## src/rtl/div_unit.sv

```systemverilog
`default_nettype none
// ============================================================================
// Module   : div_unit
// Purpose  : Multi-cycle 32-bit integer divider for the execute stage's
//            DIV/DIVU handshake. Radix-2 restoring division, one quotient
//            bit per clock, operands converted to magnitudes on entry and the
//            sign correction applied on the final iteration.
// Ports    : cpu_clk        clock, rising edge
//            cpu_rst        asynchronous active-high reset
//            div_start_i    request, held high until div_ready_o is seen
//            signed_div_i   1 = DIV (signed), 0 = DIVU
//            div_opdata1_i  dividend
//            div_opdata2_i  divisor
//            annul_i        abort the current division (flush/exception)
//            div_result_o   {remainder, quotient} -> {HI, LO}
//            div_zero_o     END reached through divide-by-zero
//                           (only when DIV_ZERO_FLAG_EN is defined)
//            div_ready_o    result valid
// Options  : `define DIV_ZERO_FLAG_EN to add the div_zero_o output.
// Revision : 1.0 - initial release
// ============================================================================
module div_unit #(
    parameter int DIV_W = 32,
    parameter int CNT_W = 6
) (
    input  logic                 cpu_clk,
    input  logic                 cpu_rst,
    input  logic                 div_start_i,
    input  logic                 signed_div_i,
    input  logic [DIV_W-1:0]     div_opdata1_i,
    input  logic [DIV_W-1:0]     div_opdata2_i,
    input  logic                 annul_i,
    output logic [2*DIV_W-1:0]   div_result_o,
`ifdef DIV_ZERO_FLAG_EN
    output logic                 div_zero_o,
`endif
    output logic                 div_ready_o
);

    localparam logic [1:0] c_st_idle    = 2'd0;
    localparam logic [1:0] c_st_divzero = 2'd1;
    localparam logic [1:0] c_st_on      = 2'd2;
    localparam logic [1:0] c_st_end     = 2'd3;

    localparam logic [CNT_W-1:0] c_last_iter = CNT_W'(DIV_W - 1);

    logic [1:0]         r_state;
    logic [1:0]         w_state_next;
    logic [CNT_W-1:0]   r_cnt;
    logic [DIV_W-1:0]   r_rem;
    logic [DIV_W-1:0]   r_dvd;      // dividend bits shift out, quotient bits shift in
    logic [DIV_W-1:0]   r_dvs;
    logic               r_sign_q;
    logic               r_sign_r;
    logic [2*DIV_W-1:0] r_result;
    logic               r_ready;

    logic               w_last;
    logic [DIV_W:0]     w_rem_sh;
    logic [DIV_W:0]     w_trial;
    logic               w_q_bit;
    logic [DIV_W-1:0]   w_rem_next;
    logic [DIV_W-1:0]   w_quo_next;
    logic [DIV_W-1:0]   w_rem_fix;
    logic [DIV_W-1:0]   w_quo_fix;
    logic               w_op1_neg;
    logic               w_op2_neg;
    logic [DIV_W-1:0]   w_op1_mag;
    logic [DIV_W-1:0]   w_op2_mag;

    assign w_last     = (r_cnt == c_last_iter);

    // The partial remainder is always below the divisor, so after the shift
    // it fits in DIV_W+1 bits and the trial subtraction's MSB is its sign.
    assign w_rem_sh   = {r_rem, r_dvd[DIV_W-1]};
    assign w_trial    = w_rem_sh - {1'b0, r_dvs};
    assign w_q_bit    = ~w_trial[DIV_W];
    assign w_rem_next = w_q_bit ? w_trial[DIV_W-1:0] : w_rem_sh[DIV_W-1:0];
    assign w_quo_next = {r_dvd[DIV_W-2:0], w_q_bit};
    assign w_quo_fix  = r_sign_q ? -w_quo_next : w_quo_next;
    assign w_rem_fix  = r_sign_r ? -w_rem_next : w_rem_next;

    // Negating the most negative value yields 2^(DIV_W-1) as an unsigned
    // magnitude, which is exactly what the restoring loop needs.
    assign w_op1_neg  = signed_div_i & div_opdata1_i[DIV_W-1];
    assign w_op2_neg  = signed_div_i & div_opdata2_i[DIV_W-1];
    assign w_op1_mag  = w_op1_neg ? -div_opdata1_i : div_opdata1_i;
    assign w_op2_mag  = w_op2_neg ? -div_opdata2_i : div_opdata2_i;

    always_ff @(posedge cpu_clk or posedge cpu_rst) begin
        if (cpu_rst) begin
            r_state <= c_st_idle;
        end else begin
            r_state <= w_state_next;
        end
    end

    always_comb begin
        w_state_next = r_state;
        if (annul_i) begin
            w_state_next = c_st_idle;
        end else begin
            case (r_state)
                c_st_idle: begin
                    if (div_start_i) begin
                        w_state_next = (div_opdata2_i == '0) ? c_st_divzero : c_st_on;
                    end
                end
                c_st_divzero: w_state_next = c_st_end;
                c_st_on: begin
                    if (w_last) begin
                        w_state_next = c_st_end;
                    end
                end
                default: begin
                    if (!div_start_i) begin
                        w_state_next = c_st_idle;
                    end
                end
            endcase
        end
    end

    always_ff @(posedge cpu_clk or posedge cpu_rst) begin
        if (cpu_rst) begin
            r_cnt    <= '0;
            r_rem    <= '0;
            r_dvd    <= '0;
            r_dvs    <= '0;
            r_sign_q <= 1'b0;
            r_sign_r <= 1'b0;
            r_result <= '0;
            r_ready  <= 1'b0;
        end else if (annul_i) begin
            r_cnt    <= '0;
            r_result <= '0;
            r_ready  <= 1'b0;
        end else begin
            case (r_state)
                c_st_idle: begin
                    if (div_start_i) begin
                        r_cnt    <= '0;
                        r_rem    <= '0;
                        r_dvd    <= w_op1_mag;
                        r_dvs    <= w_op2_mag;
                        r_sign_q <= w_op1_neg ^ w_op2_neg;
                        r_sign_r <= w_op1_neg;
                    end
                end
                c_st_divzero: begin
                    r_result <= '0;
                    r_ready  <= 1'b1;
                end
                c_st_on: begin
                    r_rem <= w_rem_next;
                    r_dvd <= w_quo_next;
                    r_cnt <= r_cnt + 1'b1;
                    if (w_last) begin
                        r_result <= {w_rem_fix, w_quo_fix};
                        r_ready  <= 1'b1;
                    end
                end
                default: begin
                    if (!div_start_i) begin
                        r_result <= '0;
                        r_ready  <= 1'b0;
                    end
                end
            endcase
        end
    end

`ifdef DIV_ZERO_FLAG_EN
    logic r_zero;

    always_ff @(posedge cpu_clk or posedge cpu_rst) begin
        if (cpu_rst) begin
            r_zero <= 1'b0;
        end else if (annul_i) begin
            r_zero <= 1'b0;
        end else if (r_state == c_st_divzero) begin
            r_zero <= 1'b1;
        end else if ((r_state == c_st_end) && !div_start_i) begin
            r_zero <= 1'b0;
        end
    end

    assign div_zero_o = r_zero;
`endif

    assign div_result_o = r_result;
    assign div_ready_o  = r_ready;

endmodule
`default_nettype wire

```

## config.mk

```make
export PLATFORM = sky130hd
export DESIGN_NAME = div_unit
export DESIGN_NICKNAME = d
export VERILOG_FILES = /design/src/rtl/div_unit.sv
export SDC_FILE = /design/constraint.sdc
export NUM_CORES = 1
export LEC_CHECK = 0
export BUFFER_PORTS_ARGS = -buffer_cell sky130_fd_sc_hd__buf_4
export CORE_MARGIN = 3
export CORE_UTILIZATION = 57
export CTS_CLUSTER_SIZE = 12
export DETAILED_ROUTE_END_ITERATION = 16
export GPL_ROUTABILITY_DRIVEN = 1
export PLACE_DENSITY = 0.88
export SLEW_MARGIN = 10
export SYNTH_ARGS = -nofsm -noshare
export SYNTH_HDL_FRONTEND = slang
export SYNTH_SLANG_ARGS = --single-unit
export TNS_END_PERCENT = 1
```

## constraint.sdc

```tcl
create_clock -name cpu_clk -period 6.6 [get_ports cpu_clk]
set_clock_uncertainty 0.15 [all_clocks]
set_input_delay 0.33 -clock cpu_clk [delete_from_list [all_inputs] [get_ports cpu_clk]]
set_output_delay 0.33 -clock cpu_clk [all_outputs]
set_load 0.02 [all_outputs]
```

Word level (Yosys, flattened, before mapping)
Index checks and enable logic that the tools add are counted.
{"block": "word_totals", "reg_bits": 171}
{"block": "op_classes", "n_addsub": 6, "n_eq_ne": 9, "muxes": 26, "bitwise_logic": 5, "reduce_logical": 9}
{"cell": "2-to-1 mux 32 bit", "n": 7}
{"cell": "2-to-1 mux 64 bit", "n": 3}
{"cell": "one-hot mux 64 bit (3 select lines)", "n": 1}
{"cell": "negator 32 bit", "n": 4}
{"cell": "one-hot mux 32 bit (2 select lines)", "n": 2}
{"cell": "subtractor 33 x 32 -> 33 bit", "n": 1}
{"cell": "logical NOT 32 bit", "n": 1}
{"cell": "2-to-1 mux 6 bit", "n": 2}
{"cell": "one-hot mux 6 bit (2 select lines)", "n": 1}
{"cell": "AND reduction 3 bit", "n": 4}
{"cell": "2-to-1 mux 2 bit", "n": 5}
{"cell": "adder 6 x 1 -> 6 bit, second input constant", "n": 1}
{"cell": "== test 6 x 5 -> 1 bit, second input constant", "n": 1}
{"cell": "inequality test 3 bit, second input constant", "n": 2}
{"cell": "one-hot mux 2 bit (3 select lines)", "n": 1}
{"cell": "inequality test 5 x 1 -> 1 bit, second input constant", "n": 1}
{"cell": "inequality test 2 bit, second input constant", "n": 2}
{"cell": "inequality test 4 x 1 -> 1 bit, second input constant", "n": 1}
{"cell": "2-to-1 mux 1 bit", "n": 3}
{"cell": "one-hot mux 1 bit (3 select lines)", "n": 1}
{"cell": "nonzero test 3 bit", "n": 1}
{"cell": "AND 1 bit", "n": 2}
{"cell": "== test 2 x 1 -> 1 bit, second input constant", "n": 1}
{"cell": "== test 2 bit, second input constant", "n": 1}
{"cell": "other kinds (5)", "n": 6}

Depth between registers and ports, before layout
{"block": "depth", "word_depth": 7, "mapped_depth": 23, "depth_no_buf": 20}

Least setup slack after synthesis
OpenSTA, ideal clock, no wires.
{"block": "synth_path", "path_kind": "register to register", "start": "register r_dvd[31]", "end": "register r_result[52] (netlist: div_result_o[52])", "setup_time_ns": 0.133, "arrival_time_ns": 4.845, "required_time_ns": 6.317, "path_slack_ns": 1.472, "stages_incl_launch_ff": 24, "path_buffers": 3, "cell_sequence": "dfrtp_1 -> inv_1 -> ha_1 -> inv_1 -> fa_1 -> a211oi_2 -> o211ai_1 -> a22oi_1 -> o2bb2ai_1 -> o211a_1 -> inv_1 -> clkbuf_1 -> buf_1 -> buf_1 -> nor2_1 -> a21oi_1 -> ha_1 -> inv_1 -> nor4_1 -> a22oi_1 -> o21ai_0 -> a21boi_0 -> xnor2_1 -> o21ai_0"}
{"block": "synth_via", "elab_chain_cells": 7}
{"element": "from (decl)", "line_no": "51", "source": "logic [DIV_W-1:0] r_dvd;"}
{"element": "from (signal assigned)", "line_no": "144", "source": "r_dvd <= w_op1_mag;"}
{"element": "from (signal assigned)", "line_no": "156", "source": "r_dvd <= w_quo_next;"}
{"element": "subtractor 33 x 32 -> 33 bit", "line_no": "76", "source": "assign w_trial = w_rem_sh - {1'b0, r_dvs};"}
{"element": "2-to-1 mux 32 bit (*)", "line_no": "78", "source": "assign w_rem_next = w_q_bit ? w_trial[DIV_W-1:0] : w_rem_sh[DIV_W-1:0];"}
{"element": "negator 32 bit", "line_no": "81", "source": "assign w_rem_fix = r_sign_r ? -w_rem_next : w_rem_next;"}
{"element": "2-to-1 mux 32 bit (*)", "line_no": "81"}
{"element": "2-to-1 mux 64 bit (*)", "line_no": "158", "source": "if (w_last) begin"}
{"element": "one-hot mux 64 bit (3 select lines) (*)", "line_no": "139", "source": "case (r_state)"}
{"element": "2-to-1 mux 64 bit (*)", "line_no": "134", "source": "end else if (annul_i) begin"}
{"element": "to (signal assigned)", "line_no": "159", "source": "r_result <= {w_rem_fix, w_quo_fix};"}
{"element": "to (decl)", "line_no": "55", "source": "logic [2*DIV_W-1:0] r_result;"}
Every way passes the cells marked *; elsewhere a longest branch is shown, timed or not. The select of a mux whose other input is x is not followed.
A chain may end at the register's enable or synchronous reset.

Worst setup path after layout
{"block": "layout_path", "start": "register r_dvd[31]", "end": "register r_result[62] (netlist: div_result_o[62])"}
The elaborated chain is that of the path after synthesis.

==> flow_summary_export.csv <==
group,metric,value,unit
grt,grt_pass1_vias,10368,
routing,via_per_inst,6.20,
sta,rsz0062_at_grt,"no",
placed_design,hpwl,25.1,mm
power_and_ir_drop,p_leak,6.11,nW
placed_design,routabilityCongestion,0.970,
power_and_ir_drop,p_seq_share,25.1,%
routing,drc,0,
logic_synthesis,synth_top_cell_area_share,35.6,%
logic_synthesis,synth_xor_area_share,9.92,%
power_and_ir_drop,pwr-share-comb,59.5,%
worst_setup_path,crit_required,6.75,ns
worst_setup_path,crit_path_start_kind,"register",
worst_setup_path,critical_path_class,"register to register",
logic_synthesis,synthSimpleGateAreaFrac,19.9,%
routing,avgRoutedWirePerCell,17.8,um
routing,dr.pass1.iters,9,
worst_hold_path,hold_start,"annul_i",
worst_setup_path,cp_max_fo,25,
placed_design,pre_cts_ws,1.56,ns
power_and_ir_drop,internal_power,3.39,mW
clocking,cts_resized,0,
logic_synthesis,ys_ff_latch,171,
grt,grt_max_degree,94,
floorplanning,boundaryPins,134,
logic_synthesis,synth_top_family_by_area,"compound AO/OA/AOI/OAI gates",
clocking,postCtsSetupBuffers,0,
worst_setup_path,startpoint,"r_dvd[31]",
floorplanning,initial_core_util,58.6,%
logic_synthesis,synth_mux_area_share,1.86,%
grt,grt_overflow_total,0,
grt,grt_use_total,29.3,%
routing,drt-total-wl,33.6,mm
logic_synthesis,synth_edf_count,0,
sta,slew_violations,0,
clocking,cts_hold_buf,1,
floorplanning,die_w,151,um
logic_synthesis,synth-async-reset-ratio,100,%
worst_setup_path,r2r_slack,1.46,ns
sta,min_period_over_period,77.9,%
clocking,cts_buffers,17,
logic_synthesis,ys_top_cells_by_area,"dfrtp_1 (36%), o21ai_0 (8.9%), nand2_1 (7.4%), xor2_1 (5.3%), a21oi_1 (5.0%)",
worst_hold_path,hp-class,"input pin to register",
sta,tightest_slew,1.13,ns
logic_synthesis,synth_compound_area_share,23.8,%
grt,grt_pass1_wl,53.6,mm
grt,antenna_found_initial,0,
logic_synthesis,syn_area_per_cell,7.93,um2
logic_synthesis,synth.most_common_cell,"nand2_1",
final_layout,nets,1711,
logic_synthesis,yosys-top-cells-count,"nand2_1 (237), o21ai_0 (214), dfrtp_1 (171)",
placed_design,port_buffers,133,
final_layout,drive_gt1_share,12.4,%
logic_synthesis,synth_area,0.0120,mm2
worst_setup_path,critPathArrivalTime,5.29,ns
power_and_ir_drop,power_per_cell_area,496,mW/mm2
sta,report.final.hold_viol_count,0,
power_and_ir_drop,pwr-share-clk,15.4,%
routing,drt_iter0_markers,1446,
floorplanning,die_area,0.0228,mm2
worst_setup_path,timing.rr.start,"r_dvd[31]",
routing,vias,11687,
clocking,h-tree-depth,4,
logic_synthesis,synth_fa_ha_area_share,4.34,%
run_status,status,"complete, no violations",
sta,slew_headroom,23.9,%
clocking,clk_pin_slew,0.07,ns
sta,worst_slack,1.46,ns
sta,setup_viol,0,
logic_synthesis,netlist_instances,1513,
floorplanning,die_h,151,um
power_and_ir_drop,p_sw,3.44,mW
power_and_ir_drop,swShare,50.4,%
clocking,clock_sinks,171,
final_layout,syn_to_final_growth,14.9,%
logic_synthesis,yosysWarningCount,0,
power_and_ir_drop,ir_drop,0.227,mV
logic_synthesis,seq_area_frac_synth,35.6,%
clocking,clk_path_buf_depth,2,
clocking,clk_latency,0.44,ns
routing,postRouteAntennaNets,0,
final_layout,antenna_cells,0,
logic_synthesis,synth_fp_nets,1623,
sta,finalSetupTns,0,ns
clocking,root_buffer,"clkbuf_16",
logic_synthesis,synthDistinctLibCells,76,
floorplanning,core,0.0205,mm2
floorplanning,row_count,52,
flow_run,maxCapViolCount,0,
sta,fmax,195,MHz
sta,period_minus_slack,5.14,ns
clocking,cts_tree,"done",
logic_synthesis,synthFlopType,"dfrtp_1",
logic_synthesis,synth_area_leader_cell,"dfrtp_1",
worst_setup_path,endpoint_kind,"register",
[state kept, by name, summed over array words and instances (netlist names)]
name          count
div_result_o     64
div_ready_o       1
r_state           2
r_sign_r          1
r_cnt             6
r_dvd            32
r_sign_q          1
r_rem            32
r_dvs            32
[cells in the final DEF, fill, tap and decap left out, types with 4 or more instances in the layout]
cell type / n
a211oi_1: 12
a21boi_0: 5
a21o_1: 10
a21oi_1: 119
a221oi_1: 5
a22o_1: 8
a31oi_1: 10
and2_1: 10
and3_1: 10
and4_1: 5
buf_4: 144
clkbuf_16: 17
clkinv_8: 4
dfrtp_1: 171
ha_1: 39
inv_1: 68
inv_6: 4
mux2i_1: 20
nand2_1: 236
nand2b_1: 8
nand3_1: 17
nand3b_1: 5
nand4_1: 17
nor2_1: 109
nor2b_1: 4
nor3_1: 36
nor4_1: 15
o211ai_1: 10
o21a_1: 6
o21ai_0: 213
o21ai_1: 4
o22ai_1: 6
o31ai_1: 24
o41ai_1: 13
or3_1: 18
or4_1: 9
xnor2_1: 64
xor2_1: 72
[cell families after synthesis]
group | Yosys count
AO/OA/AOI/OAI | 481
XOR/XNOR | 136
adder cells (fa/ha/maj) | 41
buffers and inverters | 145
flip-flops | 171
multiplexers | 22
AND/OR/NAND/NOR | 517
[power by group through the flow]
stage,Combinational (mW),Clock (mW),Sequential [mW]
finish,4.07,1.05,1.72
global route,4.45,1.10,1.75
floorplan,2.93,0,1.65
global placement,3.86,0,1.69
detailed placement,3.93,0,1.71
CTS,3.97,1.06,1.70
[worst max-delay path: stages, from the launching register on]
cell	delay, ns
dfrtp_1	0.44
inv_1	0.10
ha_1	0.16
inv_1	0.05
fa_1	0.41
a211oi_2	0.26
o211ai_1	0.19
a22oi_1	0.38
o2bb2ai_1	0.13
o211a_2	0.28
inv_1	0.07
buf_4	0.26
mux2i_1	0.33
ha_1	0.25
inv_1	0.09
nor4_1	0.36
a22oi_1	0.19
nand3b_1	0.21
o31ai_1	0.30
xor2_1	0.25
o21ai_0	0.11
[worst paths after layout]
check	to	cells after the start
max in group asynchronous	r_dvd[15]	4
setup reg to reg	div_result_o[62]	20
setup / recovery	div_result_o[62]	20
min in group asynchronous	div_result_o[63]	3
hold / removal	div_ready_o	2
hold reg to reg	div_result_o[41]	2
[metrics by stage]
| stage | utilization, % | std cells | hold slack (ns) | total power [mW] | cell area, um2 |
|---|---|---|---|---|---|
| final | 67.3 | 1884 | 0.00706 | 6.84 | 13800 |
| after global routing | 67.3 | 1884 | 0.0209 | 7.30 | 13800 |
| after CTS | 67.3 | 1884 | 0.00404 | 6.73 | 13800 |
| after detailed placement | 64.2 | 1851 | 0.322 | 5.64 | 13200 |
| after global placement | 64.2 | 1851 | 0.311 | 5.55 | 13200 |
| after floorplan | - | 1513 | 0.280 | 4.58 | 12000 |
[routing by layer]
metal	part of all wire, %	track usage [%]
met1	45	45.6
met2	43	43.2
met3	10	4.85
met4	1.2	6.12
met5	0	0
[area by class of cell]
| type | instances | area [um2] |
|---|---|---|
| fill | 1702 | 6710 |
| inverter | 69 | 264 |
| clock buffer | 17 | 425 |
| clock inverter | 15 | 195 |
| multi-input combinational | 1197 | 7200 |
| sequential | 171 | 4280 |
| tap | 270 | 338 |
| timing repair buffer | 145 | 1090 |
Note: power is estimated with default switching activity, not from simulation.
